### src/rtl/fpu_ss_fcsr_ctrl.sv
// Floating-point CSR controller: executes fflags/frm/fcsr CSR ops, accrues FPU exception
// flags and orders fflags accesses after all in-flight FP operations.
module fpu_ss_fcsr_ctrl #(
  parameter int unsigned NUM_RES_PORTS   = 1,
  parameter int unsigned MAX_OUTSTANDING = 4,
  parameter int unsigned ID_WIDTH        = 4
) (
  input  logic                       clk_i,
  input  logic                       rst_ni,
  input  logic                       csr_valid_i,
  output logic                       csr_ready_o,
  input  logic [11:0]                csr_addr_i,
  input  logic [1:0]                 csr_op_i,
  input  logic                       csr_we_i,
  input  logic [31:0]                csr_wdata_i,
  input  logic [4:0]                 csr_rd_i,
  input  logic [ID_WIDTH-1:0]        csr_id_i,
  input  logic                       fpu_issue_i,
  input  logic [NUM_RES_PORTS-1:0]   fpu_done_i,
  input  logic [5*NUM_RES_PORTS-1:0] fpu_status_i,
  output logic                       issue_stall_o,
  output logic                       wb_valid_o,
  input  logic                       wb_ready_i,
  output logic [31:0]                wb_data_o,
  output logic [4:0]                 wb_addr_o,
  output logic [ID_WIDTH-1:0]        wb_id_o,
  output logic                       wb_err_o,
  output logic [2:0]                 frm_o,
  output logic [4:0]                 fflags_o
);

  localparam int unsigned CW = $clog2(MAX_OUTSTANDING + 1);
  localparam int unsigned DW = $clog2(NUM_RES_PORTS + 1);
  localparam int unsigned SW = ((CW > DW) ? CW : DW) + 1;

  localparam logic [11:0] ADDR_FFLAGS = 12'h001;
  localparam logic [11:0] ADDR_FRM    = 12'h002;
  localparam logic [11:0] ADDR_FCSR   = 12'h003;

  localparam logic [1:0] OP_RW = 2'b00;
  localparam logic [1:0] OP_RS = 2'b01;
  localparam logic [1:0] OP_RC = 2'b10;

  typedef enum logic [1:0] {ST_IDLE, ST_DRAIN, ST_WB} state_e;

  state_e state_q, state_d;

  logic [7:0]          fcsr_q, fcsr_d;
  logic [CW-1:0]       pending_q, pending_d;
  logic [SW-1:0]       pending_sum;
  logic [SW-1:0]       done_cnt;
  logic [4:0]          acc_flags;

  logic [11:0]         req_addr_q;
  logic [1:0]          req_op_q;
  logic                req_we_q;
  logic [7:0]          req_wdata_q;
  logic [4:0]          req_rd_q;
  logic [ID_WIDTH-1:0] req_id_q;

  logic [31:0]         wb_data_q;
  logic [4:0]          wb_addr_q;
  logic [ID_WIDTH-1:0] wb_id_q;
  logic                wb_err_q;

  logic [11:0]         sel_addr;
  logic [1:0]          sel_op;
  logic                sel_we;
  logic [7:0]          sel_wdata;
  logic [4:0]          sel_rd;
  logic [ID_WIDTH-1:0] sel_id;

  logic                accept, touches_fflags, supported, commit;
  logic [7:0]          old8, mask8, new8;
  logic                unused_wdata;

  assign unused_wdata = ^csr_wdata_i[31:8];

  // In DRAIN the captured request is executed; in IDLE the live request commits directly.
  always_comb begin
    if (state_q == ST_DRAIN) begin
      sel_addr  = req_addr_q;
      sel_op    = req_op_q;
      sel_we    = req_we_q;
      sel_wdata = req_wdata_q;
      sel_rd    = req_rd_q;
      sel_id    = req_id_q;
    end else begin
      sel_addr  = csr_addr_i;
      sel_op    = csr_op_i;
      sel_we    = csr_we_i;
      sel_wdata = csr_wdata_i[7:0];
      sel_rd    = csr_rd_i;
      sel_id    = csr_id_i;
    end
  end

  assign accept         = (state_q == ST_IDLE) && csr_valid_i;
  assign touches_fflags = (sel_addr == ADDR_FFLAGS) || (sel_addr == ADDR_FCSR);
  assign supported      = ((sel_addr == ADDR_FFLAGS) || (sel_addr == ADDR_FRM) ||
                           (sel_addr == ADDR_FCSR)) && (sel_op != 2'b11);
  assign commit         = (accept && !(touches_fflags && (pending_q != '0))) ||
                          ((state_q == ST_DRAIN) && (pending_q == '0));

  always_comb begin
    acc_flags = '0;
    done_cnt  = '0;
    for (int unsigned p = 0; p < NUM_RES_PORTS; p++) begin
      if (fpu_done_i[p]) begin
        acc_flags = acc_flags | fpu_status_i[5*p +: 5];
        done_cnt  = done_cnt + SW'(1);
      end
    end
  end

  assign pending_sum = SW'(pending_q) + SW'(fpu_issue_i) - done_cnt;
  assign pending_d   = pending_sum[CW-1:0];

  always_comb begin
    old8  = '0;
    mask8 = '0;
    unique case (sel_addr)
      ADDR_FFLAGS: begin old8 = {3'b000, fcsr_q[4:0]};   mask8 = 8'h1F; end
      ADDR_FRM:    begin old8 = {5'b00000, fcsr_q[7:5]}; mask8 = 8'h07; end
      ADDR_FCSR:   begin old8 = fcsr_q;                  mask8 = 8'hFF; end
      default:     begin old8 = '0;                      mask8 = '0;    end
    endcase
    unique case (sel_op)
      OP_RW:   new8 = sel_wdata;
      OP_RS:   new8 = old8 | sel_wdata;
      OP_RC:   new8 = old8 & ~sel_wdata;
      default: new8 = old8;
    endcase
    new8 = new8 & mask8;
  end

  // fflags commits only happen with nothing in flight, so they never race accrual.
  always_comb begin
    fcsr_d      = fcsr_q;
    fcsr_d[4:0] = fcsr_q[4:0] | acc_flags;
    if (commit && supported && sel_we) begin
      unique case (sel_addr)
        ADDR_FFLAGS: fcsr_d[4:0] = new8[4:0];
        ADDR_FRM:    fcsr_d[7:5] = new8[2:0];
        ADDR_FCSR:   fcsr_d      = new8;
        default:     fcsr_d      = fcsr_d;
      endcase
    end
  end

  always_ff @(posedge clk_i or negedge rst_ni) begin
    if (!rst_ni) state_q <= ST_IDLE;
    else         state_q <= state_d;
  end

  always_comb begin
    state_d = state_q;
    unique case (state_q)
      ST_IDLE: begin
        if (accept) begin
          if (commit) state_d = (!supported || (sel_rd != '0)) ? ST_WB : ST_IDLE;
          else        state_d = ST_DRAIN;
        end
      end
      ST_DRAIN: begin
        if (commit) state_d = (!supported || (sel_rd != '0)) ? ST_WB : ST_IDLE;
      end
      ST_WB: begin
        if (wb_ready_i) state_d = ST_IDLE;
      end
      default: state_d = ST_IDLE;
    endcase
  end

  always_comb begin
    csr_ready_o   = (state_q == ST_IDLE);
    wb_valid_o    = (state_q == ST_WB);
    issue_stall_o = (state_q != ST_IDLE) || (pending_q == CW'(MAX_OUTSTANDING));
  end

  always_ff @(posedge clk_i or negedge rst_ni) begin
    if (!rst_ni) begin
      fcsr_q      <= '0;
      pending_q   <= '0;
      req_addr_q  <= '0;
      req_op_q    <= '0;
      req_we_q    <= 1'b0;
      req_wdata_q <= '0;
      req_rd_q    <= '0;
      req_id_q    <= '0;
      wb_data_q   <= '0;
      wb_addr_q   <= '0;
      wb_id_q     <= '0;
      wb_err_q    <= 1'b0;
    end else begin
      fcsr_q    <= fcsr_d;
      pending_q <= pending_d;
      if (accept) begin
        req_addr_q  <= csr_addr_i;
        req_op_q    <= csr_op_i;
        req_we_q    <= csr_we_i;
        req_wdata_q <= csr_wdata_i[7:0];
        req_rd_q    <= csr_rd_i;
        req_id_q    <= csr_id_i;
      end
      if (commit) begin
        wb_data_q <= supported ? {24'h000000, old8} : '0;
        wb_addr_q <= sel_rd;
        wb_id_q   <= sel_id;
        wb_err_q  <= !supported;
      end
    end
  end

  assign wb_data_o = wb_data_q;
  assign wb_addr_o = wb_addr_q;
  assign wb_id_o   = wb_id_q;
  assign wb_err_o  = wb_err_q;
  assign frm_o     = fcsr_q[7:5];
  assign fflags_o  = fcsr_q[4:0];

  a_no_underflow: assert property (@(posedge clk_i) disable iff (!rst_ni)
    done_cnt <= SW'(pending_q) + SW'(fpu_issue_i));
  a_no_done_when_empty: assert property (@(posedge clk_i) disable iff (!rst_ni)
    (done_cnt != '0) |-> (pending_q != '0));
  // An issue against a stall is tolerated only when a completion frees a slot the same cycle.
  a_no_issue_when_stalled: assert property (@(posedge clk_i) disable iff (!rst_ni)
    (fpu_issue_i && issue_stall_o) |-> (done_cnt != '0));
  a_no_overflow: assert property (@(posedge clk_i) disable iff (!rst_ni)
    pending_sum <= SW'(MAX_OUTSTANDING));

endmodule

### config.mk
export PLATFORM = sky130hd
export DESIGN_NAME = fpu_ss_fcsr_ctrl
export DESIGN_NICKNAME = d
export VERILOG_FILES = /design/src/rtl/fpu_ss_fcsr_ctrl.sv
export SDC_FILE = /design/constraint.sdc
export NUM_CORES = 1
export LEC_CHECK = 0
export ABC_AREA = 1
export CORE_ASPECT_RATIO = 2
export CORE_MARGIN = 1
export CORE_UTILIZATION = 50
export DETAILED_ROUTE_END_ITERATION = 12
export HOLD_SLACK_MARGIN = 0.06
export PLACE_DENSITY = 0.94
export SKIP_LAST_GASP = 1
export SLEW_MARGIN = 20
export SYNTH_ARGS = -nofsm -noshare
export SYNTH_HDL_FRONTEND = slang
export SYNTH_SLANG_ARGS = --single-unit
### constraint.sdc
create_clock -name clk_i -period 2.6 [get_ports clk_i]
set_input_delay 0.52 -clock clk_i [delete_from_list [all_inputs] [get_ports clk_i]]
set_output_delay 0.52 -clock clk_i [all_outputs]
set_load 0.005 [all_outputs]
-- Word level (Yosys, flattened, before mapping)
Cells that the tools add are included.
- bits in registers: 87
- muxes and demuxes: 21
- equality and inequality tests: 12
- reduce and logical (&&, ||, !) cells: 25
- bitwise operators: 5
- add/subtract/negate cells: 2
- operators with widths (operator ; count):
    $pmux W8 S3 ; 3
    $eq A12 B2 Y1 const B ; 2
    $mux W5 ; 4
    $and A8 B8 Y8 ; 2
    $mux W8 ; 2
    $eq A12 B1 Y1 const B ; 1
    $mux W12 ; 1
    $mux W2 ; 6
    $not A8 Y8 ; 1
    $or A8 B8 Y8 ; 1
    $logic_and A1 B1 Y1 ; 7
    $logic_or A1 B1 Y1 ; 6
    $pmux W2 S3 ; 1
    $pmux W3 S2 ; 1
    $or A5 B5 Y5 ; 1
    $reduce_bool A5 Y1 ; 1
    $eq A2 B1 Y1 const B ; 2
    $eq A2 B2 Y1 const B ; 2
    $logic_not A2 Y1 ; 2
    $mux W4 ; 1
    $ne A2 B1 Y1 const B ; 2
    $ne A2 B2 Y1 const B ; 2
    $reduce_bool A2 Y1 ; 2
    $add A3 B1 Y3 ; 1
    other kinds (9) ; 11

-- Longest topological paths before layout
Gate-level depths: netlist of the first run.
- depth in word-level cells: 12
- depth in mapped cells: 15

-- Least setup slack after synthesis of the first run
Ideal clock, no wire load.
- path kind: flip-flop to flip-flop
- start: register state_q[1]
- end: register wb_err_q, in the netlist wb_err_o
- data arrival time: 1636 ps
- slack: 845 ps
- buffers on the path: 2
- setup time: 120 ps
- cell stages (with the launch flop): 13
- required time: 2480 ps
- path through: dfrtp_1 > inv_2 > nand2_2 > buf_6 > nor2_1 > nand2_1 > nand2_2 > nand3_1 > nand2_1 > nand2_2 > buf_2 > o21ai_0 > inv_1
- word-level cells in the longest chain between the ends: 8
- elaborated cells between the ends (all ways): 19
- ends and longest elaborated chain (element ; line ; source):
    start, declared ; 46 ; state_e state_q, state_d;
    start signal, assigned ; 153 ; else state_q <= state_d;
    $eq A2 B1 Y1 ; 81, 103 ;
    $mux W12 ; 81 ; if (state_q == ST_DRAIN) begin
    $eq A12 B1 Y1 or $eq A12 B2 Y1 (tied branches) ; 99, 100, 101 ;
    $logic_or A1 B1 Y1 ; 99 ; assign touches_fflags = (sel_addr == ADDR_FFLAGS) || (sel_addr == ADDR_FCSR);
    $logic_and A1 B1 Y1 ; 102 ; assign commit = (accept && !(touches_fflags && (pending_q != '0))) ||
    $logic_not A1 Y1 ; 102 ;
    $logic_and A1 B1 Y1 ; 102 ;
    $logic_or A1 B1 Y1 ; 102 ;
    end signal, assigned ; 210 ; wb_err_q <= !supported;
    end, declared ; 64 ; logic wb_err_q;
Several ways; a longest one is shown, not always the timed one.
A chain may end at the register's enable or synchronous reset.

-- Final worst setup path of the first run
- start: register state_q[1]
- end: register fcsr_q[4]
- word-level cells in the longest chain between the ends: 11
- elaborated cells between the ends (all ways): 35
- ends and longest elaborated chain (element ; line ; source):
    branches (longest 10 deep; another with $mux W12) ; -- ;
    $mux W5 * ; 141 ; if (commit && supported && sel_we) begin
    named net fcsr_d[4] ; 48 ; logic [7:0] fcsr_q, fcsr_d;
    end signal, assigned ; 196 ; fcsr_q <= fcsr_d;
    end, declared ; 48 ;
Mark *: on every way through the listed nets, which the timed path passes.

==> results of run 1 <==
==> cells in the final DEF, fill, tap and decap left out, types with 2 or more instances in the layout <==
| master | n |
|---|---|
| nand2_1 | 134 |
| clkdlybuf4s50_1 | 70 |
| dfrtp_1 | 63 |
| o21ai_0 | 55 |
| inv_1 | 48 |
| nor2_1 | 35 |
| nand3_1 | 33 |
| conb_1 | 24 |
| a21oi_1 | 10 |
| clkbuf_16 | 9 |
| buf_4 | 7 |
| nand2_2 | 5 |
| nor2_4 | 5 |
| a31oi_1 | 4 |
| clkbuf_1 | 4 |
| inv_2 | 3 |
| o21ai_2 | 3 |
| o21ai_1 | 3 |
| xnor2_1 | 2 |
| nand3_4 | 2 |
| nand2_4 | 2 |
| o21bai_1 | 2 |
| nand4_1 | 2 |
| ha_1 | 2 |
==> worst max-delay path, stage by stage (launching register included) <==
cell	delay, ps
dfrtp_1	430
inv_2	120
nand2_2	200
o21ai_2	520
nor2_1	190
a21oi_4	260
nand3_4	140
o21bai_1	170
o21ai_1	120
==> routing by layer <==
layer / up-vias / share of wire [%] / track usage (%)
li1: 1573 / - / -
met1: 1465 / 37 / 25.7
met2: 135 / 53 / 43.4
met3: 31 / 4.8 / 6.74
met4: 0 / 5.0 / 16.7
met5: - / 0 / 0
==> final cells by class <==
class | count | area, µm²
flip-flops and latches | 63 | 1580
inverters | 52 | 195
clock buffers | 14 | 254
repair buffers | 79 | 778
well taps | 90 | 113
multi-input cells | 332 | 1580
fillers | 596 | 2380
clock inverters | 1 | 5.00
==> state kept, by name (all words and copies together), names as in the netlist, 2 cells and up <==
register	cells
wb_data_o	8
req_wdata_q	8
req_op_q	2
wb_id_o	4
wb_addr_o	5
fcsr_q	8
pending_q	3
req_addr_q	12
req_rd_q	5
state_q	2
req_id_q	4
==> cell families after synthesis <==
logic type | count (synthesis)
other cells | 1
simple gates | 222
fa+ha+maj | 3
buf+inv | 91
xor+xnor | 2
compound gates | 81
flops | 63
==> power breakdown <==
part | leakage, nW | internal [mW] | switching, mW | total (mW)
Clock | 0.127 | 0.664 | 0.396 | 1.06
Combinational | 1.27 | 0.664 | 1.03 | 1.69
Sequential | 0.761 | 1.34 | 0.208 | 1.54
==> through the flow <==
step | std cells | utilization (%) | worst slack, ps | area, µm²
final | 631 | 65.4 | 314 | 4510
after global routing | 631 | 65.4 | 156 | 4510
after CTS | 631 | 65.4 | 369 | 4510
after detailed placement | 616 | 61.7 | 139 | 4250
after global placement | 616 | 61.7 | 208 | 4250
after floorplan | 486 | - | 845 | 3610
==> how the worst max path moves through the flow <==
stage | start | endpoint | cells past startpoint
2_1_floorplan | state_q[1] | wb_err_o | 12
3_3_place_gp | csr_addr_i[3] | wb_err_o | 13
3_5_place_dp | csr_addr_i[3] | wb_err_o | 13
4_1_cts | state_q[1] | fcsr_q[4] | 8
5_1_grt | state_q[1] | fcsr_q[7] | 12
6_report | state_q[1] | fcsr_q[4] | 8
==> results.py, run 1 <==
metrics = {
    "synthesis": {
        "ys_types": 34,
        "yosys_warnings": 0,
        "synth_xor_area_share_pct": 0.496,
        "yosys.area.top_type_share_pct": 44.7,
        "postSynth.asyncResetShare_pct": 100,
        "avgSynthCellArea_um2": 7.62,
        "netlist_top_cells_count": "134 x nand2_1, 63 x dfrtp_1, 55 x o21ai_0",
        "synth.area.mux_share_pct": 0,
        "yosys.area_share.adder_pct": 1.28,
        "ys.flop_type": "dfrtp_1",
        "yosys-top-cells-area": "dfrtp_1 45%, nand2_1 14%, o21ai_0 7.8%",
        "syn_area_mm2": 0.00353,
        "synth_top_family_by_area": "simple AND/OR/NAND/NOR gates",
        "synth_top_area_cell": "dfrtp_1",
        "syn_inst": 463,
        "yosysMostFrequentCell": "nand2_1",
        "synth_edf_count": 0,
        "yosysSeqAreaShare_pct": 44.7,
        "ys_seq_elements": 63,
        "synth_compound_area_share_pct": 12.6,
        "yosys.area_share.simple_pct": 27.9,
    },
    "timing": {
        "whs_ps": 184,
        "max_slew_margin_pct": 62.3,
        "finalCriticalPeriod_ps": 2290,
        "fin_crit_sh_pct": 87.9,
        "hold_viol": 0,
        "worst-slew-pin-transition_ps": 566,
        "clock_skew_ps": 3.21,
        "rsz0062_at_grt": "false",
        "drv_slew": 0,
        "setup_violations": 0,
        "setup_tns_ps": 0,
        "max_freq_ghz": 0.437,
    },
    "run_status": {
        "status": "complete, no violations",
    },
    "route": {
        "routed_wl_um": 8440,
        "drtPass1Iterations": 7,
        "num_vias": 3204,
        "via_per_inst": 5.08,
        "wl_per_cell_um": 13.4,
        "route.detailed.drc": 0,
        "drt-initial-drc-count": 131,
        "ant_nets": 0,
    },
    "cells_and_area": {
        "fin_nets": 607,
        "area_growth_pct": 27.7,
        "diodes": 0,
        "drive_gt1_share_pct": 7.76,
    },
    "worst_setup_path": {
        "r2r_start": "state_q[1]",
        "start_kind": "flip-flop",
        "rrSetupSlack_ps": 310,
        "ff2ff_path_depth": 8,
        "path_max_fanout": 17,
        "arrival_ps": 2480,
        "r2r-end": "fcsr_q[4]",
        "cp-end-kind": "flip-flop",
        "path_class": "flip-flop to flip-flop",
        "cp.required_ps": 2800,
    },
    "power": {
        "ir_drop_mv": 0.585,
        "total_power_mw": 4.30,
        "leakagePower_nw": 2.16,
        "power_density_mw_per_mm2": 953,
    },
    "floorplanning": {
        "die_h_um": 121,
        "core_area_mm2": 0.00689,
        "die_width_um": 61.4,
        "initial_core_util_pct": 51.2,
        "row_count": 43,
        "die_area_mm2": 0.00742,
        "io_pins": 120,
    },
    "cts": {
        "cts_root_buf": "clkbuf_16",
        "clockBufferDepth": 2,
        "clkSinkCount": 63,
        "clkSlewWorstSetupHoldPaths_ps": 50,
        "cts_max_level": 3,
        "worstSkewPairLatency_ps": 330,
        "cts_post_setup_buffers_inserted": 0,
        "cts_tree": "yes",
        "hold_buffers": 0,
        "cts_made_buffers": 9,
        "cts_resized": 0,
    },
    "global_routing": {
        "grt_pass1_vias": 3091,
        "grt_pass1_wl_um": 13700,
        "grt_max_degree": 44,
        "grt_overflow": 0,
        "antenna_found_initial": 0,
        "grt_usage_pct": 25.4,
    },
    "placement": {
        "dp_hpwl_um": 6400,
        "port_buffers": 71,
        "gp_congestion": 0.857,
    },
    "job": {
        "max-cap-violations": 0,
    },
    "min_path": {
        "min_path_type": "input pin to async pin",
    },
}
Note: power is estimated with default switching activity, not from simulation.
==> run 2, diff against run 1 <==
--- a/config.mk
+++ b/config.mk
@@ -6,6 +6,7 @@
 export NUM_CORES = 1
 export LEC_CHECK = 0
 export ABC_AREA = 1
+export ABC_CLOCK_PERIOD_IN_PS = 2600
 export CORE_ASPECT_RATIO = 2
 export CORE_MARGIN = 1
 export CORE_UTILIZATION = 50
==> results of run 2 <==
Final layout, timing and power as in run 1 (identical DEF).
